==> config.mk <==
export PLATFORM = sky130hd
export DESIGN_NAME = mem_wr_monitor
export DESIGN_NICKNAME = d
export VERILOG_FILES = /design/src/rtl/control_types_pkg.sv /design/src/rtl/monitor_pkg.sv /design/src/rtl/mon_check_channel.sv /design/src/rtl/mem_wr_monitor.sv
export SDC_FILE = /design/constraint.sdc
export NUM_CORES = 1
export LEC_CHECK = 0
export CORE_ASPECT_RATIO = 1.1
export CORE_MARGIN = 3
export CORE_UTILIZATION = 30
export DETAILED_ROUTE_END_ITERATION = 8
export GPL_TIMING_DRIVEN = 0
export PLACE_DENSITY = 0.63
export SETUP_SLACK_MARGIN = 0.1
export SLEW_MARGIN = 20
export SYNTH_ARGS = -nofsm -noshare
export SYNTH_HDL_FRONTEND = slang
export SYNTH_SLANG_ARGS = --single-unit
==> constraint.sdc <==
create_clock -name clk -period 8.4 [get_ports clk]
set_input_delay 1.68 -clock clk [delete_from_list [all_inputs] [get_ports clk]]
set_output_delay 1.68 -clock clk [all_outputs]
set_load 0.02 [all_outputs]
==> src/rtl/control_types_pkg.sv <==
// Shared CPU control encodings; only the memory-op field is needed by the write monitor.
package control_types_pkg;

   typedef enum logic [1:0] {
      MEM_OP_NONE = 2'd0,
      MEM_OP_B    = 2'd1,
      MEM_OP_H    = 2'd2,
      MEM_OP_W    = 2'd3
   } mem_op_t;

endpackage

==> src/rtl/monitor_pkg.sv <==
// Types and helpers for the end-of-test memory write monitor.
package monitor_pkg;
   import control_types_pkg::*;

   typedef enum logic [1:0] {
      MON_RUN     = 2'd0,
      MON_PASS    = 2'd1,
      MON_FAIL    = 2'd2,
      MON_TIMEOUT = 2'd3
   } mon_state_t;

   localparam logic [31:0] TOHOST_PASS_VAL = 32'd1;

   function automatic logic [2:0] store_bytes(input mem_op_t op);
      case (op)
         MEM_OP_B: store_bytes = 3'd1;
         MEM_OP_H: store_bytes = 3'd2;
         MEM_OP_W: store_bytes = 3'd4;
         default:  store_bytes = 3'd0;
      endcase
   endfunction

endpackage

==> src/rtl/mon_check_channel.sv <==
// One byte-check channel: remembers the last byte stored to a watched address.
module mon_check_channel (
   input  logic        clk,
   input  logic        resetn,
   input  logic        en,
   input  logic        wr,
   input  logic [31:0] mem_addr,
   input  logic [31:0] mem_data,
   input  logic [2:0]  size,
   input  logic [31:0] watch_addr,
   input  logic [7:0]  expected,
   output logic        seen,
   output logic        match
);

   logic [31:0] offset;
   logic        hit;
   logic [7:0]  lane_byte;
   logic [7:0]  captured;

   // Unsigned difference covers mem_addr <= watch_addr < mem_addr+size in one compare.
   assign offset    = watch_addr - mem_addr;
   assign hit       = en && wr && (offset < {29'd0, size});
   assign lane_byte = mem_data[{offset[1:0], 3'b000} +: 8];
   assign match     = seen && (captured == expected);

   always_ff @(posedge clk) begin
      if (!resetn) begin
         seen     <= 1'b0;
         captured <= 8'd0;
      end else if (hit) begin
         seen     <= 1'b1;
         captured <= lane_byte;
      end
   end

endmodule

==> src/rtl/mem_wr_monitor.sv <==
// Snoops data-memory stores: tohost mailbox completion, byte-check channels, cycle timeout.
module mem_wr_monitor
   import control_types_pkg::*;
   import monitor_pkg::*;
#(
   parameter logic [31:0] TOHOST_ADDR    = 32'h0000_03FC,
   parameter int          N_CHECKS       = 4,
   parameter int          TIMEOUT_CYCLES = 1000,
   parameter int          CNT_W          = $clog2(TIMEOUT_CYCLES + 1)
) (
   input  logic                     clk,
   input  logic                     resetn,
   input  logic                     mem_wr_en,
   input  mem_op_t                  mem_op,
   input  logic [31:0]              mem_addr,
   input  logic [31:0]              mem_data_in,
   input  logic [N_CHECKS-1:0]      check_en,
   input  logic [N_CHECKS-1:0][31:0] check_addr,
   input  logic [N_CHECKS-1:0][7:0] check_exp,
   output mon_state_t               state,
   output logic                     done,
   output logic                     pass,
   output logic [31:0]              fail_code,
   output logic [N_CHECKS-1:0]      mismatch_mask,
   output logic [CNT_W-1:0]         cycle_count
);

   logic                tohost_hit;
   logic                chan_wr;
   logic [2:0]          size;
   logic [N_CHECKS-1:0] ch_match;
   logic [N_CHECKS-1:0] ch_seen;
   logic [N_CHECKS-1:0] mism;

   assign size       = store_bytes(mem_op);
   assign tohost_hit = (state == MON_RUN) && mem_wr_en && (mem_op == MEM_OP_W) &&
                       (mem_addr == TOHOST_ADDR);
   // The mailbox store itself and anything after termination never reach the channels.
   assign chan_wr    = (state == MON_RUN) && mem_wr_en && !tohost_hit;
   assign mism       = check_en & ~ch_match;

   for (genvar k = 0; k < N_CHECKS; k++) begin : g_chan
      mon_check_channel u_chan (
         .clk        (clk),
         .resetn     (resetn),
         .en         (check_en[k]),
         .wr         (chan_wr),
         .mem_addr   (mem_addr),
         .mem_data   (mem_data_in),
         .size       (size),
         .watch_addr (check_addr[k]),
         .expected   (check_exp[k]),
         .seen       (ch_seen[k]),
         .match      (ch_match[k])
      );
   end

   always_ff @(posedge clk) begin
      if (!resetn) begin
         state         <= MON_RUN;
         done          <= 1'b0;
         pass          <= 1'b0;
         fail_code     <= 32'd0;
         mismatch_mask <= '0;
         cycle_count   <= '0;
      end else if (state == MON_RUN) begin
         if (tohost_hit) begin
            done          <= 1'b1;
            mismatch_mask <= mism;
            if (mem_data_in == TOHOST_PASS_VAL && mism == '0) begin
               state <= MON_PASS;
               pass  <= 1'b1;
            end else begin
               state     <= MON_FAIL;
               fail_code <= (mem_data_in == TOHOST_PASS_VAL) ? 32'd0 : (mem_data_in >> 1);
            end
         end else if (cycle_count == CNT_W'(TIMEOUT_CYCLES - 1)) begin
            state         <= MON_TIMEOUT;
            done          <= 1'b1;
            mismatch_mask <= mism;
         end else begin
            cycle_count <= cycle_count + CNT_W'(1);
         end
      end
   end

endmodule

==> results of run 1 <==
[worst min-delay path: stages (launching register included)]
cell and delay, ps:
dfxtp_1 310, inv_1 50, a21oi_1 50
[state kept, by name (all words and copies together), names as in the netlist]
register                count
g_chan.u_chan.seen          4
fail_code                  31
pass                        1
done                        1
mismatch_mask               4
g_chan.u_chan.captured     32
state                       2
cycle_count                10
[cells by family (layout without fill, tap and decap cells)]
logic type | after synthesis | in the layout | share of synthesized area, %
other | 1 | 3 | 0.0286
AND/OR/NAND/NOR | 600 | 600 | 23.1
buffers and inverters | 171 | 465 | 5.49
flip-flops | 85 | 85 | 13.0
AO/OA/AOI/OAI | 548 | 548 | 28.2
adder cells (fa/ha/maj) | 137 | 137 | 13.3
multiplexers | 97 | 97 | 10.7
XOR/XNOR | 94 | 94 | 6.27
[cell usage after synthesis (all sizes together), types with 13 or more instances]
cell type,number
nor2,166
a21oi,141
nand2,139
ha,133
o21ai,89
dfxtp,85
inv,84
clkbuf,81
mux2i,63
nand4,60
a21o,49
xor2,49
xnor2,45
o21a,42
nand3,35
nor3,35
mux4,32
nor4,28
a31oi,22
a211oi,21
nor2b,19
o211ai,18
and2,16
nor3b,15
o2111ai,15
or3,15
a2111oi,14
nand2b,13
[final cells by class]
type                    count  area (sq um)
fillers                  4463         25800
multi-input cells        1477         10700
repair buffers            279          2790
flip-flops and latches     85          1700
well taps                 567           709
plain buffers              86           402
inverters                  85           319
clock buffers              11           243
clock inverters             4          72.6
diodes                      2          5.00
[per-stage QoR]
stage	cells	setup WS, ps	power [W]	utilization, %
4_1_cts	2594	1710	0.00182	39.6
3_3_place_gp	2579	629	0.00138	38.9
6_report	2596	1660	0.00182	39.6
3_5_place_dp	2579	1380	0.00139	38.9
2_1_floorplan	1733	2830	0.00104	-
5_1_grt	2594	1240	0.00193	39.6
[worst paths after layout]
kind | endpoint | depth (start not counted) | slack [ps]
max reg2reg | g_chan[2].u_chan.captured[7] | 9 | 4270
max | g_chan[1].u_chan.captured[3] | 13 | 1660
min | g_chan[2].u_chan.seen | 2 | 450
min reg2reg | g_chan[2].u_chan.seen | 2 | 450
[metal layers]
layer  vias up  track usage, %
li1       7186               -
met1      7016            30.7
met2       750            39.3
met3       126            5.23
met4        28            6.97
met5         -               0
[power by group]
group	leakage (nW)	internal [W]	switching, W
Sequential	0.685	0.000404	0.00000159
Clock	0.152	0.000267	0.000160
Combinational	5.84	0.000424	0.000567
Total	6.68	0.00109	0.000728
==> reports/metrics.yaml, run 1 <==
die:
  rows: 79
  start_util_pct: 30.7
  die_w_um: 205
  ios: 283
  chipHeight_um: 225
  core_sq_um: 42800
  die-area_sq_um: 46300
cts:
  htree_levels: 3
  cts_buffer_depth: 2
  post-cts-setup-buffers: 0
  hold_buffers: 0
  clock_latency_ps: 340
  clkTransAtPathRegs_ps: 60
  cts_tree: "yes"
  clock_sink_count: 85
  cts-resized-gates: 0
  clock-root-buffer: "clkbuf_16"
  cts_buffers: 9
timing:
  drv_slew: 0
  final.setup.tns_ps: 0
  fin_crit_ps: 6740
  hold_viol: 0
  maxSlewHeadroom_pct: 31.4
  setup_viol: 0
  finClkSkew_ps: 9.28
  period_share_pct: 80.2
  grt_setup_unrepaired: "no"
  hold_slack_ps: 449
  tightest_slew_ps: 1020
  fmax_mhz: 148
detailed_routing:
  routed.top_layer: "met5"
  wl_met3_um: 5540
  routedWlPerCell_um: 22.1
  vias: 15106
  wl_met2_um: 26100
  viasPerCell: 5.82
  drcViolationCount: 0
  routed_wl_um: 57400
  drt_iter0_markers: 1155
  final_antenna_net_count: 0
  drt-pass1-iter-count: 6
  wl_met1_um: 23700
global_route:
  grtUsageTotal_pct: 23.7
  grt_pass1_wl_um: 84800
  grt_max_degree: 14
  grt.overflow.total: 0
  antenna_found_initial: 17
  grt_pass1_vias: 14574
critical_path:
  path_max_fanout: 10
  slowest_delay_ps: 920
  worstPathArrival_ps: 6940
  path_delay_family: "compound AO/OA/AOI/OAI gates"
  cp_common_cell: "o21ai_0"
  worstPathRequired_ps: 8600
  cp-startpoint: "mem_addr[1]"
  critPathCaptureType: "register"
  startpoint_type: "input port"
  worst-path-buf-inv: 2
  slowest_stage: "clkdlybuf4s50_1"
  crit_type: "input port to register"
  r2r_start: "state[0]"
  crit_chain: "clkdlybuf4s50_1 > inv_1 > ha_1 > nor2b_1 > o2111ai_1 > a21o_1 > a2111oi_2 > o21ai_0 > a31oi_1 > mux2i_1 > nand3_1 > o21ai_0 > a21oi_1"
logic_synthesis:
  synth_cell_type_count: 92
  syn-cell-area_sq_um: 13100
  yosysSeqAreaShare_pct: 13.0
  ys_ff_latch: 85
  synth_edf_count: 0
  synth_warnings: 0
  yosysTopAreaCell: "dfxtp_1"
  synthFlopType: "dfxtp_1"
  synth.avg_cell_area_sq_um: 7.58
  synth_area_leaders: "dfxtp_1 13%, ha_1 13%, a21oi_1 5.4%"
  synthCells: 1733
  synth_fp_nets: 2103
  yosysTopAreaCellShare_pct: 13.0
  async_reset_ff_share_pct: 0
pwr:
  ir_drop_mv: 0.168
  leakage_nw: 6.68
  powerDensity_nw_per_um2: 107
final_layout:
  nets: 2393
  final_cell_mix: "279 x clkdlybuf4s50_1, 166 x nor2_1, 141 x a21oi_1"
  drive_gt1_share_pct: 4.19
  final_common_cell: "clkdlybuf4s50_1"
  syn2layout_area_growth_pct: 29.2
  fin_area_sq_um: 17000
min_path:
  hold_class: "register to register"
  hold_start: "g_chan[2].u_chan.seen"
placement:
  postPlaceCellArea_sq_um: 16600
  port_buffers: 279
  place_congestion: 0.968
  dp_hpwl_um: 47000
run:
  cap_violations: 0
status:
  outcome: "complete, no violations"
(Power assumes the default switching activity.)
==> run 2, diff against run 1 <==
- clock period: 8.4 -> 6.6 ns (I/O delays scaled with it)
==> run 2 against run 1 <==
  * Final area about the same
  * Non-clock buffer count unchanged
  * Via count up 0.15%
  * Largest power group unchanged
==> reports/metrics.yaml, run 2 (synthesis gave the netlist of run 1 again) <==
status:
  outcome: "complete, no violations"
detailed_routing:
  drt_iter0_markers: 1064
  final_antenna_net_count: 0
  vias: 15129
  drcViolationCount: 0
  viasPerCell: 5.83
  routedWlPerCell_um: 22.1
  drt-pass1-iter-count: 9
  routed_wl_um: 57500
die:
  ios: 283
  die_w_um: 205
  chipHeight_um: 225
  core_sq_um: 42800
  start_util_pct: 30.7
  die-area_sq_um: 46300
  rows: 79
cts:
  post-cts-setup-buffers: 0
  htree_levels: 3
  cts_tree: "yes"
  clock_latency_ps: 340
  cts_buffer_depth: 2
  hold_buffers: 0
  cts-resized-gates: 0
  clock-root-buffer: "clkbuf_16"
  clkTransAtPathRegs_ps: 60
  cts_buffers: 9
  clock_sink_count: 85
placement:
  port_buffers: 279
  dp_hpwl_um: 47000
  dp_slack_ps: -60.3
  place_congestion: 0.968
  dp_cells: 2579
global_route:
  grt.overflow.total: 0
  grt_pass1_wl_um: 84800
  grt_pass1_vias: 14574
  antenna_found_initial: 17
  grt_max_degree: 14
  grtUsageTotal_pct: 23.7
timing:
  finClkSkew_ps: 10.3
  fin_crit_ps: 6070
  drv_slew: 0
  fin_ws_ps: 531
  setup_viol: 0
  hold_slack_ps: 449
  hold_viol: 0
  grt_setup_unrepaired: "no"
  tightest_slew_ps: 881
  period_share_pct: 91.9
  fmax_mhz: 165
  maxSlewHeadroom_pct: 40.5
pwr:
  p_int_w: 0.00139
  powerDensity_nw_per_um2: 137
  ir_drop_mv: 0.214
  combPwrFrac_pct: 54.4
  leakage_nw: 6.69
  p_switching_w: 0.000928
  pwr-share-clk_pct: 23.4
  pwr-share-seq_pct: 22.2
  swShare_pct: 40.0
final_layout:
  nets: 2393
  largest-register: "g_chan.u_chan.captured"
  num-fill-cells: 4464
  instances_no_fill: 2596
  multiInputGateArea_sq_um: 10700
  largest_reg_flops: 32
  final_cell_mix: "279 x clkdlybuf4s50_1, 166 x nor2_1, 141 x a21oi_1"
  final_common_cell: "clkdlybuf4s50_1"
  ff_latch_area_sq_um: 1700
  drive_gt1_share_pct: 4.39
  syn2layout_area_growth_pct: 29.3
  top_regs: "g_chan.u_chan.captured (32), fail_code (31), cycle_count (10)"
critical_path:
  slowest_delay_ps: 910
  startpoint_type: "input port"
  worstPathRequired_ps: 6800
  worstRegToRegCells: 9
  path_max_fanout: 10
  r2r_start: "state[0]"
  reg2reg_setup_slack_ps: 2450
  worstPathArrival_ps: 6270
  slowest_stage: "clkdlybuf4s50_1"
  crit_chain: "clkdlybuf4s50_1 > inv_1 > ha_1 > nor2b_1 > o2111ai_1 > a21o_1 > a2111oi_2 > o21ai_0 > a31oi_1 > mux2i_2 > nand3_1 > o21ai_0 > a21oi_1"
  critPathCaptureType: "register"
  r2r-end: "g_chan[2].u_chan.captured[7]"
  cp_common_cell: "o21ai_0"
  crit_type: "input port to register"
min_path:
  hold_path_end: "g_chan[2].u_chan.seen"
  hold_class: "register to register"
  hold_start: "g_chan[2].u_chan.seen"
  whs_path_depth: 2
run:
  cap_violations: 0
-- run 2: cell count changes in the layout (fill, tap and decap cells not counted) --
cell,change
clkbuf_1,-2
clkbuf_2,+2
mux2i_1,-2
mux2i_2,+2
o311ai_0,-1
o311ai_1,+1
-- run 2: layout make-up --
| class | instances | area share [%] |
|---|---|---|
| Inverter | 85 | 1.88 |
| Clock buffer | 11 | 1.43 |
| Sequential cell | 85 | 10.0 |
| Timing Repair Buffer | 279 | 16.5 |
| Multi-Input combinational cell | 1477 | 63.2 |
| Clock inverter | 4 | 0.428 |
| Antenna cell | 2 | 0.0295 |
| Tap cell | 567 | 4.18 |
| Buffer | 86 | 2.38 |
-- run 2: metrics by stage --
step / cell area, sq um / setup TNS (ps) / util [%] / total power, W
6_report: 17000 / 0 / 39.7 / 0.00232
5_1_grt: 17000 / 0 / 39.6 / 0.00246
4_1_cts: 17000 / 0 / 39.6 / 0.00231
3_5_place_dp: 16600 / -781 / 38.9 / 0.00176
3_3_place_gp: 16600 / -6790 / 38.9 / 0.00175
2_1_floorplan: 13100 / 0 / - / 0.00133
-- run 2: worst max-delay path, delay by kind of cell --
kind,cells,cell delay [ps]
AOI/OAI and AO/OA,7,2190
muxes,1,560
adders and majority gates,1,390
buffers and inverters,2,1270
and+or+nand+nor,2,520
-- run 2: power groups by stage --
stage / clock (W) / combinational, W / sequential (W)
after floorplan: 0 / 0.000797 / 0.000529
after global placement: 0 / 0.00123 / 0.000528
after detailed placement: 0 / 0.00124 / 0.000528
after CTS: 0.000551 / 0.00124 / 0.000516
after global routing: 0.000574 / 0.00137 / 0.000517
final: 0.000544 / 0.00126 / 0.000516
-- run 2: how the worst max path moves through the flow --
stage                   start                            to  cells after the start
2_1_floorplan  check_addr[64]  g_chan[2].u_chan.captured[0]                     15
3_3_place_gp      mem_addr[1]  g_chan[1].u_chan.captured[4]                     13
3_5_place_dp      mem_addr[1]  g_chan[1].u_chan.captured[1]                     13
4_1_cts           mem_addr[1]  g_chan[1].u_chan.captured[1]                     13
5_1_grt           mem_addr[1]  g_chan[1].u_chan.captured[4]                     13
6_report          mem_addr[1]  g_chan[1].u_chan.captured[3]                     13
-- run 2: per-layer routing --
layer	share of wire (%)	track usage (%)	up-vias	wire, um
li1	-	-	7175	-
met1	42	30.7	7062	24000
met2	45	39.3	733	26100
met3	9.1	5.23	131	5250
met4	3.4	6.97	28	1970
met5	0.32	0	-	183
